--- config.mk ---
export PLATFORM = sky130hd
export DESIGN_NAME = int2float_pipe
export DESIGN_NICKNAME = d
export VERILOG_FILES = /design/src/rtl/int2float_pipe.sv
export SDC_FILE = /design/constraint.sdc
export NUM_CORES = 1
export LEC_CHECK = 0
export ABC_AREA = 0
export BUFFER_PORTS_ARGS = -buffer_cell sky130_fd_sc_hd__buf_2
export CORE_MARGIN = 4
export CORE_UTILIZATION = 25
export CTS_BUF_LIST = sky130_fd_sc_hd__clkbuf_4 sky130_fd_sc_hd__clkbuf_8
export CTS_CLUSTER_SIZE = 14
export DETAILED_ROUTE_END_ITERATION = 10
export PLACE_DENSITY = 0.52
export RECOVER_POWER = 25
export SLEW_MARGIN = 30
export SYNTH_ARGS = -nofsm -noshare
export SYNTH_HDL_FRONTEND = slang
export SYNTH_SLANG_ARGS = --single-unit
export TNS_END_PERCENT = 30
--- constraint.sdc ---
create_clock -name clk -period 3.84 [get_ports clk]
set_clock_uncertainty 0.15 [all_clocks]
set_input_delay 0.576 -clock clk [delete_from_list [all_inputs] [get_ports clk]]
set_output_delay 0.576 -clock clk [all_outputs]
set_load 0.03 [all_outputs]
--- src/rtl/int2float_pipe.sv ---
// Two-stage pipelined integer to minifloat encoder with valid/ready streaming.
// S1 takes magnitude and leading-one index; S2 normalises, rounds, saturates.
module int2float_pipe #(
    parameter int unsigned IN_W   = 11,
    parameter int unsigned MANT_W = 4,
    parameter int unsigned EXP_W  = 3,
    parameter int unsigned SIGNED = 0,
    parameter int unsigned ROUND  = 0
) (
    input  logic              clk,
    input  logic              rst,
    input  logic              in_valid,
    output logic              in_ready,
    input  logic [IN_W-1:0]   in_data,
    output logic              out_valid,
    input  logic              out_ready,
    output logic              out_sign,
    output logic [EXP_W-1:0]  out_exp,
    output logic [MANT_W-1:0] out_mant,
    output logic              out_zero,
    output logic              out_ovf
);
    localparam int unsigned P_W  = $clog2(IN_W);
    localparam int unsigned XE_W = EXP_W + 1;
    localparam logic [XE_W-1:0] EXP_MAX = XE_W'((1 << EXP_W) - 1);

    if (IN_W < MANT_W + 1 || IN_W > 64 || IN_W - MANT_W > (1 << EXP_W) - 1) begin : g_bad_params
        $error("int2float_pipe: illegal IN_W/MANT_W/EXP_W combination");
    end

    logic            en;
    logic            s1_valid, s1_sign, s1_zero;
    logic [IN_W-1:0] s1_mag;
    logic [P_W-1:0]  s1_msb;

    logic            neg_c;
    logic [IN_W-1:0] mag_c;
    logic [P_W-1:0]  msb_c;

    // Global stall: every stage advances only when the output slot frees up.
    assign en       = ~out_valid | out_ready;
    assign in_ready = en;

    always_comb begin
        neg_c = (SIGNED != 0) && in_data[IN_W-1];
        mag_c = neg_c ? (~in_data + IN_W'(1)) : in_data;
        msb_c = '0;
        for (int i = 0; i < IN_W; i++) begin
            if (mag_c[i]) msb_c = P_W'(i);
        end
    end

    always_ff @(posedge clk) begin
        if (rst) begin
            s1_valid <= 1'b0;
            s1_sign  <= 1'b0;
            s1_zero  <= 1'b0;
            s1_mag   <= '0;
            s1_msb   <= '0;
        end else if (en) begin
            s1_valid <= in_valid;
            if (in_valid) begin
                s1_sign <= neg_c;
                s1_zero <= (mag_c == '0);
                s1_mag  <= mag_c;
                s1_msb  <= msb_c;
            end
        end
    end

    logic [P_W-1:0]    shift_c;
    logic [IN_W-1:0]   rem_c, half_c;
    logic [MANT_W-1:0] mant_c;
    logic [XE_W-1:0]   exp_c;
    logic              up_c, ovf_c;

    // Normalise, round to nearest even and saturate on exponent overflow.
    always_comb begin
        shift_c = '0;
        rem_c   = '0;
        half_c  = '0;
        up_c    = 1'b0;
        mant_c  = '0;
        exp_c   = '0;
        ovf_c   = 1'b0;
        if (s1_msb < P_W'(MANT_W)) begin
            mant_c = s1_mag[MANT_W-1:0];
        end else begin
            shift_c = s1_msb - P_W'(MANT_W);
            mant_c  = MANT_W'(s1_mag >> shift_c);
            rem_c   = s1_mag & ((IN_W'(1) << shift_c) - IN_W'(1));
            exp_c   = XE_W'(shift_c) + XE_W'(1);
            if (shift_c != '0) begin
                half_c = IN_W'(1) << (shift_c - P_W'(1));
            end
            if (ROUND != 0 && shift_c != '0) begin
                up_c = (rem_c > half_c) || (rem_c == half_c && mant_c[0]);
            end
            if (up_c) begin
                mant_c = mant_c + MANT_W'(1);
                if (mant_c == '0) exp_c = exp_c + XE_W'(1);
            end
            if (exp_c > EXP_MAX) begin
                exp_c  = EXP_MAX;
                mant_c = '1;
                ovf_c  = 1'b1;
            end
        end
    end

    // Output registers; an empty slot loads zeros so stale data never leaks.
    always_ff @(posedge clk) begin
        if (rst) begin
            out_valid <= 1'b0;
            out_sign  <= 1'b0;
            out_exp   <= '0;
            out_mant  <= '0;
            out_zero  <= 1'b0;
            out_ovf   <= 1'b0;
        end else if (en) begin
            out_valid <= s1_valid;
            out_sign  <= s1_valid & s1_sign;
            out_exp   <= s1_valid ? exp_c[EXP_W-1:0] : '0;
            out_mant  <= s1_valid ? mant_c : '0;
            out_zero  <= s1_valid & s1_zero;
            out_ovf   <= s1_valid & ovf_c;
        end
    end
endmodule

==> key figures, run 1 <==
Run status
  • Status: finished, final reports clean

Floorplanning
  • Die area: 6830 um2
  • Placeable core region: 5240 um2
  • FP Rows: 26
  • # IOs: 27
  • Initial Util: 26.6%
  • Die Ht: 82.6 um
  • Die width: 82.6 um

Timing
  • Fmax: 408 MHz
  • Worst-margin pin slew: 0.801 ns
  • Final setup vio count: 0
  • Period utilization: 63.8%
  • Slew HR: 46.5%
  • Post-layout minimum cycle time: 2.45 ns
  • Total Neg Setup Slack: 0 ns
  • RSZ-0062 raised after global routing: no
  • WHS: 0.313 ns
  • Slew Limit Fails: 0
  • Final hold vios: 0

Setup path
  • CP Launch Type: input port
  • Crit path DAT: 1.72 ns
  • Worst Path Class, Setup: input port to primary output
  • WP data required: 3.11 ns
  • Critical Path End Type: primary output
  • Maximum fanout along the worst path: 12

Synthesis
  • Most used DFF post-synth: dfxtp_1
  • Post-synthesis sequential area ratio: 37.4%
  • Synth warn: 0
  • Async SR Flop Fraction: 0%
  • Post-synth EDFFs: 0
  • Syn avg cell area: 8.39 um2
  • Number of library cell types mapped by synthesis: 39
  • Post-synthesis net count: 184
  • FF+latch count, synth: 26
  • Post-Synthesis Cells: 166
  • Syn Std Cell Area: 1390 um2

Placed design
  • GPL Wtd Cong: 0.815
  • Buffers added on ports: 25
  • HPWL Detailed: 2.46 mm

Global route
  • First-pass GRT wire length: 5.65 mm
  • Grt total ovfl: 0
  • Vias in the first global route: 1,135
  • Global-route usage over all layers: 10.7%
  • Largest net degree at the start of global routing: 29
  • Initial antenna violation count: 0

Clocking
  • CTS H-tree lvls: 1
  • CTS Sinks: 26
  • Post-CTS setup buffer count: 0
  • Clock Path Buffers: 2
  • CTS tree: yes
  • Root buf cell: clkbuf_8
  • Post-CTS Hold Fix Bufs: 0
  • CTS clk-pin slew, worst paths: 0.09 ns
  • CTS resizes: 0
  • Clock Latency Late Sink: 0.27 ns
  • CTS buffer count: 3

Route
  • Router iterations before antenna repair: 4
  • Antenna-violating nets left: 0
  • WL/cell: 13.3 um
  • Routed wire length: 3.35 mm
  • Residual DRC: 0
  • Via density: 4.80
  • Vias: 1,209
  • Initial drt markers: 67

Power
  • Register share of total power: 48.0%
  • Peak VDD IR: 0.191 mV
  • PwrDens: 389 nW/um2
  • Leak: 0.000571 uW
  • Sw frac: 26.1%
  • Pint: 460 uW
  • Combinational power share: 15.2%
  • Switch Pwr: 162 uW
  • Clock power share: 36.8%

Final layout
  • Total Nets Final: 201
  • Filler cell count: 568
  • Share of cells above drive strength 1: 17.0%
  • Layout area overhead: 15.0%
  • Antenna diode count: 0
  • Final Util: 30.6%

Worst hold path
  • Worst Hold Class: register to register

Run
  • Max_cap viols: 0
==> synth_stat cells, types with 2 or more instances <==
| library cell | n | share of area, % |
|---|---|---|
| a211oi_2 | 2 | 1.8 |
| ha_1 | 3 | 2.7 |
| a211oi_1 | 2 | 1.1 |
| o22ai_1 | 2 | 0.90 |
| nor2_1 | 9 | 2.4 |
| nand3b_1 | 4 | 2.2 |
| inv_1 | 5 | 1.3 |
| o41ai_1 | 2 | 1.3 |
| buf_2 | 3 | 1.1 |
| and2_1 | 2 | 0.90 |
| inv_2 | 2 | 0.54 |
| clkbuf_1 | 8 | 2.2 |
| nand3_1 | 2 | 0.72 |
| mux2_1 | 2 | 1.6 |
| nor4_1 | 2 | 0.90 |
| nand2_1 | 33 | 8.9 |
| a21oi_1 | 21 | 7.5 |
| xnor2_1 | 2 | 1.3 |
| o31ai_1 | 2 | 1.1 |
| nor2b_1 | 4 | 1.8 |
| a22oi_1 | 3 | 1.6 |
| nor3_1 | 3 | 1.1 |
| mux2_2 | 2 | 1.6 |
| mux4_2 | 5 | 8.1 |
| dfxtp_1 | 26 | 37 |
| a31oi_1 | 2 | 0.90 |
==> routing by layer <==
metal / wire length [um] / track usage, %
met1: 1720 / 15.5
met2: 1460 / 16.2
met3: 151 / 2.60
met4: 20 / 1.96
met5: 0 / 0
==> registers in the layout, indices dropped and copies added, names as in the netlist <==
register	flops
s1_zero	1
s1_mag	10
out_ovf	1
s1_valid	1
s1_msb	4
out_valid	1
out_zero	1
out_exp	3
out_mant	4
==> layout by cell type, fill, tap and decap left out, types with 2 or more instances in the layout <==
cell type  netlist  final
nand2_1         33     33
dfxtp_1         26     26
a21oi_1         21     21
buf_2            3     16
nor2_1           9      9
clkbuf_1         8      9
inv_1            5      5
mux4_2           5      5
nor2b_1          4      4
nand3b_1         4      4
nor3_1           3      3
a22oi_1          3      3
ha_1             3      3
clkbuf_8         0      3
inv_2            2      2
xnor2_1          2      2
and2_1           2      2
nor4_1           2      2
a211oi_1         2      2
nand3_1          2      2
mux2_1           2      2
o22ai_1          2      2
mux2_2           2      2
a211oi_2         2      2
o41ai_1          2      2
o31ai_1          2      2
a31oi_1          2      2
==> critical path, cell delays in order <==
cell	delay [ns]
buf_2	0.09
nor2b_1	0.62
inv_2	0.19
buf_2	0.24
==> worst paths after layout <==
kind              cells past startpoint  slack [ns]   startpoint           to
hold reg to reg                       2        0.31  out_mant[2]  out_mant[2]
setup reg to reg                      5        1.53    s1_msb[2]  out_mant[3]
hold / removal                        2        0.31  out_mant[2]  out_mant[2]
setup / recovery                      4        1.39    out_ready     in_ready
==> area by class of cell <==
class                           count  area [um2]  area share [%]
Tap cell                           70        87.6            5.47
Clock buffer                        3        41.3            2.58
Timing Repair Buffer               25         114            7.11
Multi-Input combinational cell    120         782            48.8
Inverter                            7        26.3            1.64
Clock inverter                      1        30.0            1.87
Sequential cell                    26         520            32.5
==> per-stage QoR <==
| step | cell area, um2 | total power (uW) | setup slack, ns | cells |
|---|---|---|---|---|
| 6_report | 1600 | 622 | 1.39 | 252 |
| 5_1_grt | 1600 | 658 | 1.28 | 252 |
| 4_1_cts | 1610 | 632 | 1.40 | 252 |
| 3_5_place_dp | 1540 | 401 | 1.37 | 248 |
| 3_3_place_gp | 1540 | 401 | 1.44 | 248 |
| 2_1_floorplan | 1390 | 373 | 1.86 | 166 |
==> cells by family after synthesis <==
logic type,share of synthesized area [%]
AO/OA/AOI/OAI,20.2
other,0.269
flip-flops,37.4
XOR/XNOR,1.26
multiplexers,11.3
buffers and inverters,6.47
AND/OR/NAND/NOR,20.4
adder cells (fa/ha/maj),2.70
==> power groups by stage <==
stage	combinational [uW]	sequential, uW	clock (uW)
finish	94.7	299	229
global route	106	302	250
CTS	96.1	299	237
detailed placement	95.7	306	0
global placement	95.4	306	0
floorplan	69.7	304	0
No activity file was read; power rests on OpenSTA's default activity.
==> run 2, diff against run 1 <==
clock period = 2.5 ns   (was 3.84 ns; I/O delays follow)
==> run 2 against run 1 <==
Net effect:
- largest cell class unchanged
- clock power rose by 52%
- sequential share of layout area is 0.50 points lower
- die area stayed put
- final area increased by 1.6%
- flip-flop and latch count did not move
- final cell count is 1.2% higher
- power is 54% higher
- non-clock buffer count increased by 3
- first-iteration DRC count grew 3.0%
- critical endpoint is now out_mant[3]
==> key figures, run 2 (same netlist as run 1, synthesis figures left out) <==
Run status
  • Status: finished, final reports clean

Floorplanning
  • FP Rows: 26 (unchanged)
  • Die Ht: 82.6 um (unchanged)
  • # IOs: 27 (unchanged)
  • Initial Util: 26.6% (unchanged)
  • Die area: 6830 um2 (unchanged)
  • Die width: 82.6 um (unchanged)
  • Placeable core region: 5240 um2 (unchanged)

Final layout
  • Most common cell after layout, fill and taps aside: nand2_1
  • Largest regs: s1_mag (10), out_mant (4), s1_msb (4)
  • Layout area overhead: 16.8%
  • Most frequent cells in the layout: nand2_1 (33), dfxtp_1 (26), a21oi_1 (21)
  • Share of cells above drive strength 1: 18.9% (+1.9 points)
  • Max reg flops: 10 (unchanged)
  • Total Nets Final: 204 (+1.5%)
  • Design Area, Final: 1630 um2 (+1.6%)
  • Reg with most FFs: s1_mag
  • Filler cell count: 562 (-1.1%)
  • Antenna diode count: 0 (unchanged)
  • Fin cells: 255 (+1.2%)

Timing
  • PnR worst setup slack: 0.622 ns (-0.767 ns)
  • Final hold vios: 0 (unchanged)
  • Fmax: 533 MHz
  • Final setup vio count: 0 (unchanged)
  • WHS: 0.205 ns (-0.108 ns)
  • Worst-margin pin slew: 0.579 ns (-0.222 ns)
  • Slew HR: 61.1% (+15 points)
  • Period utilization: 75.1%
  • Total Neg Setup Slack: 0 ns (unchanged)
  • Slew Limit Fails: 0 (unchanged)
  • RSZ-0062 raised after global routing: no
  • Post-layout minimum cycle time: 1.88 ns

Setup path
  • Reg-to-reg startpoint: s1_msb[2]
  • Reg2Reg Setup Slack: 0.62 ns (-0.91 ns)
  • Depth of the worst register-to-register path: 5 (unchanged)
  • Maximum fanout along the worst path: 8 (-4)
  • FF-to-FF End: out_mant[3]
  • Crit path DAT: 1.91 ns (+0.19 ns)
  • CP Launch Type: register
  • WP data required: 2.53 ns (-0.58 ns)
  • Worst Path Class, Setup: register to register
  • Critical Path End Type: register

Placed design
  • Placed Cells: 251 (+1.2%)
  • Post-DP Area: 1560 um2 (+1.5%)
  • Buffers added on ports: 25 (unchanged)
  • HPWL Detailed: 2.56 mm (+4.3%)
  • Pre-CTS setup slack: 0.655 ns (-0.714 ns)
  • GPL Wtd Cong: 0.810 (-0.63%)

Worst hold path
  • Worst Hold Class: input port to register
  • Hold Path Cell Cnt: 3 (+1)
  • Hold path endpoint: s1_mag[0]
  • Worst Hold Launch: in_data[0]

Route
  • Routed wire length: 3.40 mm (+1.6%)
  • Initial drt markers: 69 (+3.0%)
  • Router iterations before antenna repair: 4 (unchanged)
  • Vias: 1,225 (+1.3%)
  • Residual DRC: 0 (unchanged)
  • Antenna-violating nets left: 0 (unchanged)
  • Via density: 4.80 (+0.13%)
  • WL/cell: 13.3 um (+0.36%)

Clocking
  • CTS tree: yes
  • Root buf cell: clkbuf_8
  • Post-CTS setup buffer count: 0 (unchanged)
  • Clock Path Buffers: 2 (unchanged)
  • CTS buffer count: 3 (unchanged)
  • CTS Sinks: 26 (unchanged)
  • CTS H-tree lvls: 1 (unchanged)
  • CTS resizes: 0 (unchanged)
  • CTS clk-pin slew, worst paths: 0.09 ns (about the same)
  • Post-CTS Hold Fix Bufs: 0 (unchanged)
  • Clock Latency Late Sink: 0.27 ns (about the same)

Global route
  • Initial antenna violation count: 0 (unchanged)
  • Global-route usage over all layers: 10.6% (-0.061 points)
  • First-pass GRT wire length: 5.64 mm (-0.25%)
  • Largest net degree at the start of global routing: 29 (unchanged)
  • Vias in the first global route: 1,201 (+5.8%)
  • Grt total ovfl: 0 (unchanged)

Run
  • Max_cap viols: 0 (unchanged)

Power
  • PwrDens: 588 nW/um2 (+51%)
  • Peak VDD IR: 0.207 mV (+8.5%)
  • Leak: 0.000596 uW (+4.3%)
[run 2: cell count changes in the layout (fill, tap and decap cells not counted)]
| cell | change |
|---|---|
| buf_2 | +2 |
| buf_4 | +3 |
| inv_1 | +1 |
| clkbuf_1 | -2 |
| inv_2 | -1 |
[run 2: worst max path at each step]
| stage | start | to | slack [ns] | cells after the start |
|---|---|---|---|---|
| final | s1_msb[2] | out_mant[3] | 0.62 | 5 |
| after global routing | s1_msb[2] | out_mant[3] | 0.39 | 5 |
| after CTS | s1_msb[1] | out_mant[2] | 0.65 | 4 |
| after detailed placement | s1_msb[1] | out_mant[2] | 0.66 | 4 |
| after global placement | s1_msb[1] | out_mant[1] | 0.66 | 4 |
| after floorplan | s1_msb[2] | out_mant[3] | 0.52 | 7 |
[run 2: cell type report]
type | count | area [um2] | share of cell area [%]
sequential | 26 | 520 | 32.0
inverter | 7 | 26.3 | 1.62
clock inverter | 1 | 30.0 | 1.85
multi-input combinational | 120 | 782 | 48.1
timing repair buffer | 28 | 139 | 8.54
clock buffer | 3 | 41.3 | 2.54
tap | 70 | 87.6 | 5.38
[run 2: report_power, final]
group | internal [uW] | switching (uW)
combinational | 62.0 | 92.1
sequential | 434 | 20.8
clock | 214 | 133
total | 710 | 246
[run 2: per-layer routing]
layer / global-route usage [%] / part of all wire (%)
met3: 2.28 / 5.0
met1: 14.0 / 48
met5: 0 / 0
met4: 4.25 / 2.1
met2: 16.9 / 45
[run 2: worst max-delay path, cell delays in order (launching register included)]
cell and delay (ns):
dfxtp_1 0.34, inv_1 0.05, ha_1 0.29, nor3_1 0.52, a221oi_1 0.16, a311oi_1 0.28
[run 2: per-stage QoR]
stage	power (uW)	utilization, %
after floorplan	573	-
after global placement	620	29.9
after detailed placement	620	29.9
after CTS	972	31.2
after global routing	1010	31.1
final	956	31.1
==> run 3, diff against run 2 <==
ABC_AREA = 1   (was 0)
clock period = 1.9 ns   (was 2.5 ns; I/O delays follow)
==> run 3 against run 2 <==
Net effect:
- via count increased by 13%
- flip-flop and latch count rose by 1
- combinational power is 43% higher
- critical path depth increased by 2
- clock power is 5% lower
- fmax rose by 8.9%
- area after synthesis is 7.2% higher
- power up 23%
- register-to-register slack got worse by 0.45 ns
- largest cell class unchanged
==> key figures, run 3 <==
Setup path
  • Slowest stage delay, CP: 0.43 ns (-0.09 ns)
  • Maximum fanout along the worst path: 6 (-2)
  • Critical Path End Type: register
  • Worst Path Class, Setup: register to register
  • Crit path DAT: 1.72 ns (-0.19 ns)
  • CP Cell Sequence: inv_2 -> ha_1 -> xor2_1 -> nor2_1 -> nand2_1 -> nand2_1 -> a21oi_2
  • WP data required: 1.90 ns (-0.63 ns)
  • Most used cell, CP: nand2_1
  • Slowest-stage cell, CP: dfxtp_1
  • CP Launch Type: register

Synthesis
  • Adder-cell area share of the yosys netlist: 2.51% (-0.18 points)
  • Number of library cell types mapped by synthesis: 32 (-18%)
  • Async SR Flop Fraction: 0% (unchanged)
  • Multiplexer share of the synthesized area: 0% (-11 points)
  • Syn Std Cell Area: 1490 um2 (+7.2%)
  • Largest family of logic cells by synthesized area: simple AND/OR/NAND/NOR gates
  • Area leader, netlist: dfxtp_1
  • Post-Synthesis Cells: 219 (+32%)
  • Share of the synthesized area in the top cell type: 36.2% (-1.2 points)
  • Synth warn: 0 (unchanged)
  • Post-synth EDFFs: 0 (unchanged)
  • Most used DFF post-synth: dfxtp_1
  • Most common cell in the netlist: nand2_1
  • List of most frequent post-synthesis cells: nand2_1 (74), dfxtp_1 (27), inv_1 (19), nor2_1 (18), nand3_1 (15)
  • Simple-Gate Fraction of Synth Area: 35.3% (+15 points)
  • Post-synthesis net count: 237 (+29%)
  • Synth area leaders: dfxtp_1 (36%), nand2_1 (19%), nand3_1 (5.0%), inv_1 (4.8%), a21oi_1 (4.7%)
  • Post-synthesis sequential area ratio: 36.2% (-1.2 points)
  • Post-Synth XOR/XNOR Area: 1.17% (-0.084 points)
  • Area fraction in compound gates after synthesis: 14.6% (-5.6 points)
  • Syn avg cell area: 6.82 um2 (-19%)
  • FF+latch count, synth: 27 (+3.8%)

Global route
  • Met1 Use GR: 13.9% (-0.10 points)
  • Grt total ovfl: 0 (unchanged)
  • Global-route usage over all layers: 10.1% (-0.52 points)
  • M3 GR Usage: 2.14% (-0.14 points)
  • Initial antenna violation count: 0 (unchanged)
  • Gr busiest metal: met2
  • Largest net degree at the start of global routing: 28 (-3.4%)
  • First-pass GRT wire length: 6.14 mm (+8.9%)
  • Vias in the first global route: 1,336 (+11%)
  • Met2 GRT Util: 15.4% (-1.5 points)

Run status
  • Status: finished, final reports clean

Route
  • Vias: 1,385 (+13%)
  • Residual DRC: 0 (unchanged)
  • WL/cell: 11.1 um (-17%)
  • Routed wire length: 3.46 mm (+1.7%)
  • Via density: 4.44 (-7.6%)
  • Router iterations before antenna repair: 6 (+2)
  • Antenna-violating nets left: 0 (unchanged)
  • Initial drt markers: 109 (+58%)

Timing
  • Period utilization: 90.7% (+16 points)
  • Final hold vios: 0 (unchanged)
  • WHS: 0.119 ns (-0.0861 ns)
  • Slew Limit Fails: 0 (unchanged)
  • Worst-margin pin slew: 0.518 ns (-0.0606 ns)
  • Slew HR: 65.4% (+4.3 points)
  • Total Neg Setup Slack: 0 ns (unchanged)
  • Fmax: 580 MHz (+8.9%)
  • Post-layout minimum cycle time: 1.72 ns (-0.154 ns)
  • Final setup vio count: 0 (unchanged)
  • RSZ-0062 raised after global routing: no

Power
  • PwrDens: 691 nW/um2 (+18%)
  • Sw frac: 30.1% (+4.4 points)
  • Leak: 0.000726 uW (+22%)
  • Combinational power share: 18.8% (+2.7 points)
  • Power Total: 1170 uW (+23%)
  • Clock power share: 28.0% (-8.3 points)
  • Register share of total power: 53.2% (+5.6 points)
  • Pint: 820 uW (+15%)
  • Peak VDD IR: 0.232 mV (+12%)
  • Switch Pwr: 353 uW (+44%)

Final layout
  • Antenna diode count: 0 (unchanged)
  • Layout area overhead: 13.7%
  • Filler cell count: 624 (+11%)
  • Largest regs: s1_mag (11), out_mant (4), s1_msb (4)
  • Max reg flops: 11 (+1)
  • Share of cells above drive strength 1: 15.8% (-3.1 points)
  • Total Nets Final: 259 (+27%)
  • Reg with most FFs: s1_mag
  • Design Area, Final: 1700 um2 (+4.3%)
  • Most common cell after layout, fill and taps aside: nand2_1
  • Most frequent cells in the layout: nand2_1 (74), dfxtp_1 (27), inv_1 (20)

Clocking
  • Clock Latency Late Sink: 0.27 ns (about the same)
  • Post-CTS Hold Fix Bufs: 0 (unchanged)
  • CTS tree: yes
  • CTS buffer count: 3 (unchanged)
  • CTS clk-pin slew, worst paths: 0.09 ns (about the same)
  • CTS H-tree lvls: 1 (unchanged)
  • CTS Sinks: 27 (+3.8%)
  • CTS resizes: 0 (unchanged)
  • Clock Path Buffers: 2 (unchanged)
  • Root buf cell: clkbuf_8
  • Post-CTS setup buffer count: 0 (unchanged)

Floorplanning
  • FP Rows: 27 (+3.8%)
  • Die width: 85.3 um (+3.2%)
  • Placeable core region: 5640 um2 (+7.7%)
  • Die area: 7270 um2 (+6.5%)
  • # IOs: 27 (unchanged)
  • Die Ht: 85.3 um (+3.2%)
  • Initial Util: 26.5% (-0.13 points)

Placed design
  • HPWL Detailed: 2.68 mm (+4.4%)
  • Buffers added on ports: 25 (unchanged)
  • GPL Wtd Cong: 0.781 (-3.6%)
  • Post-DP Area: 1660 um2 (+6.2%)

Worst hold path
  • Worst Hold Class: input port to register

Run
  • Max_cap viols: 0 (unchanged)
==> run 3: per-layer routing <==
layer,vias to the layer above,part of all wire [%]
li1,743,-
met3,4,3.9
met1,614,50
met2,24,45
met4,0,1.5
met5,-,0
==> run 3: cell families after synthesis <==
family	after synthesis
buf+inv	33
flops	27
fa+ha+maj	3
compound gates	33
other cells	1
xor+xnor	2
simple gates	120
==> run 3: final timing paths <==
path / end / slack, ns / depth (start not counted) / start
worst max-delay path: out_mant[2] / 0.18 / 7 / s1_msb[2]
worst min-delay path: s1_mag[4] / 0.12 / 3 / in_data[4]
worst max register to register: out_mant[2] / 0.18 / 7 / s1_msb[2]
worst min register to register: out_zero / 0.32 / 2 / out_zero
==> run 3: through the flow <==
step | cells | setup WS, ns | util, %
after detailed placement | 308 | 0.195 | 29.4
after floorplan | 219 | 0.319 | -
final | 312 | 0.176 | 30.1
after global routing | 312 | 0.0170 | 30.1
after global placement | 308 | 0.244 | 29.4
after CTS | 312 | 0.184 | 30.3
==> run 3: power by group through the flow <==
| stage | clock network (uW) | registers (uW) | logic [uW] |
|---|---|---|---|
| after global routing | 360 | 630 | 254 |
| after global placement | 0 | 637 | 226 |
| final | 328 | 625 | 220 |
| after detailed placement | 0 | 638 | 223 |
| after floorplan | 0 | 642 | 162 |
| after CTS | 345 | 625 | 224 |
==> run 3: final cells by class <==
| cell class | count | area (um2) | share of cell area [%] |
|---|---|---|---|
| tap | 72 | 90.1 | 5.31 |
| timing repair buffer | 27 | 133 | 7.82 |
| inverter | 23 | 86.3 | 5.09 |
| clock inverter | 1 | 5.00 | 0.295 |
| sequential | 27 | 541 | 31.9 |
| multi-input combinational | 159 | 801 | 47.2 |
| clock buffer | 3 | 41.3 | 2.43 |
==> run 3: worst max-delay path, delay by kind of cell (launching register included) <==
kind,cells,cell delay [ns]
flip-flops,1,0.43
buffers and inverters,1,0.11
AO/OA/AOI/OAI,1,0.05
AND/OR/NAND/NOR,3,0.26
XOR/XNOR,1,0.20
adder cells (fa/ha/maj),1,0.39
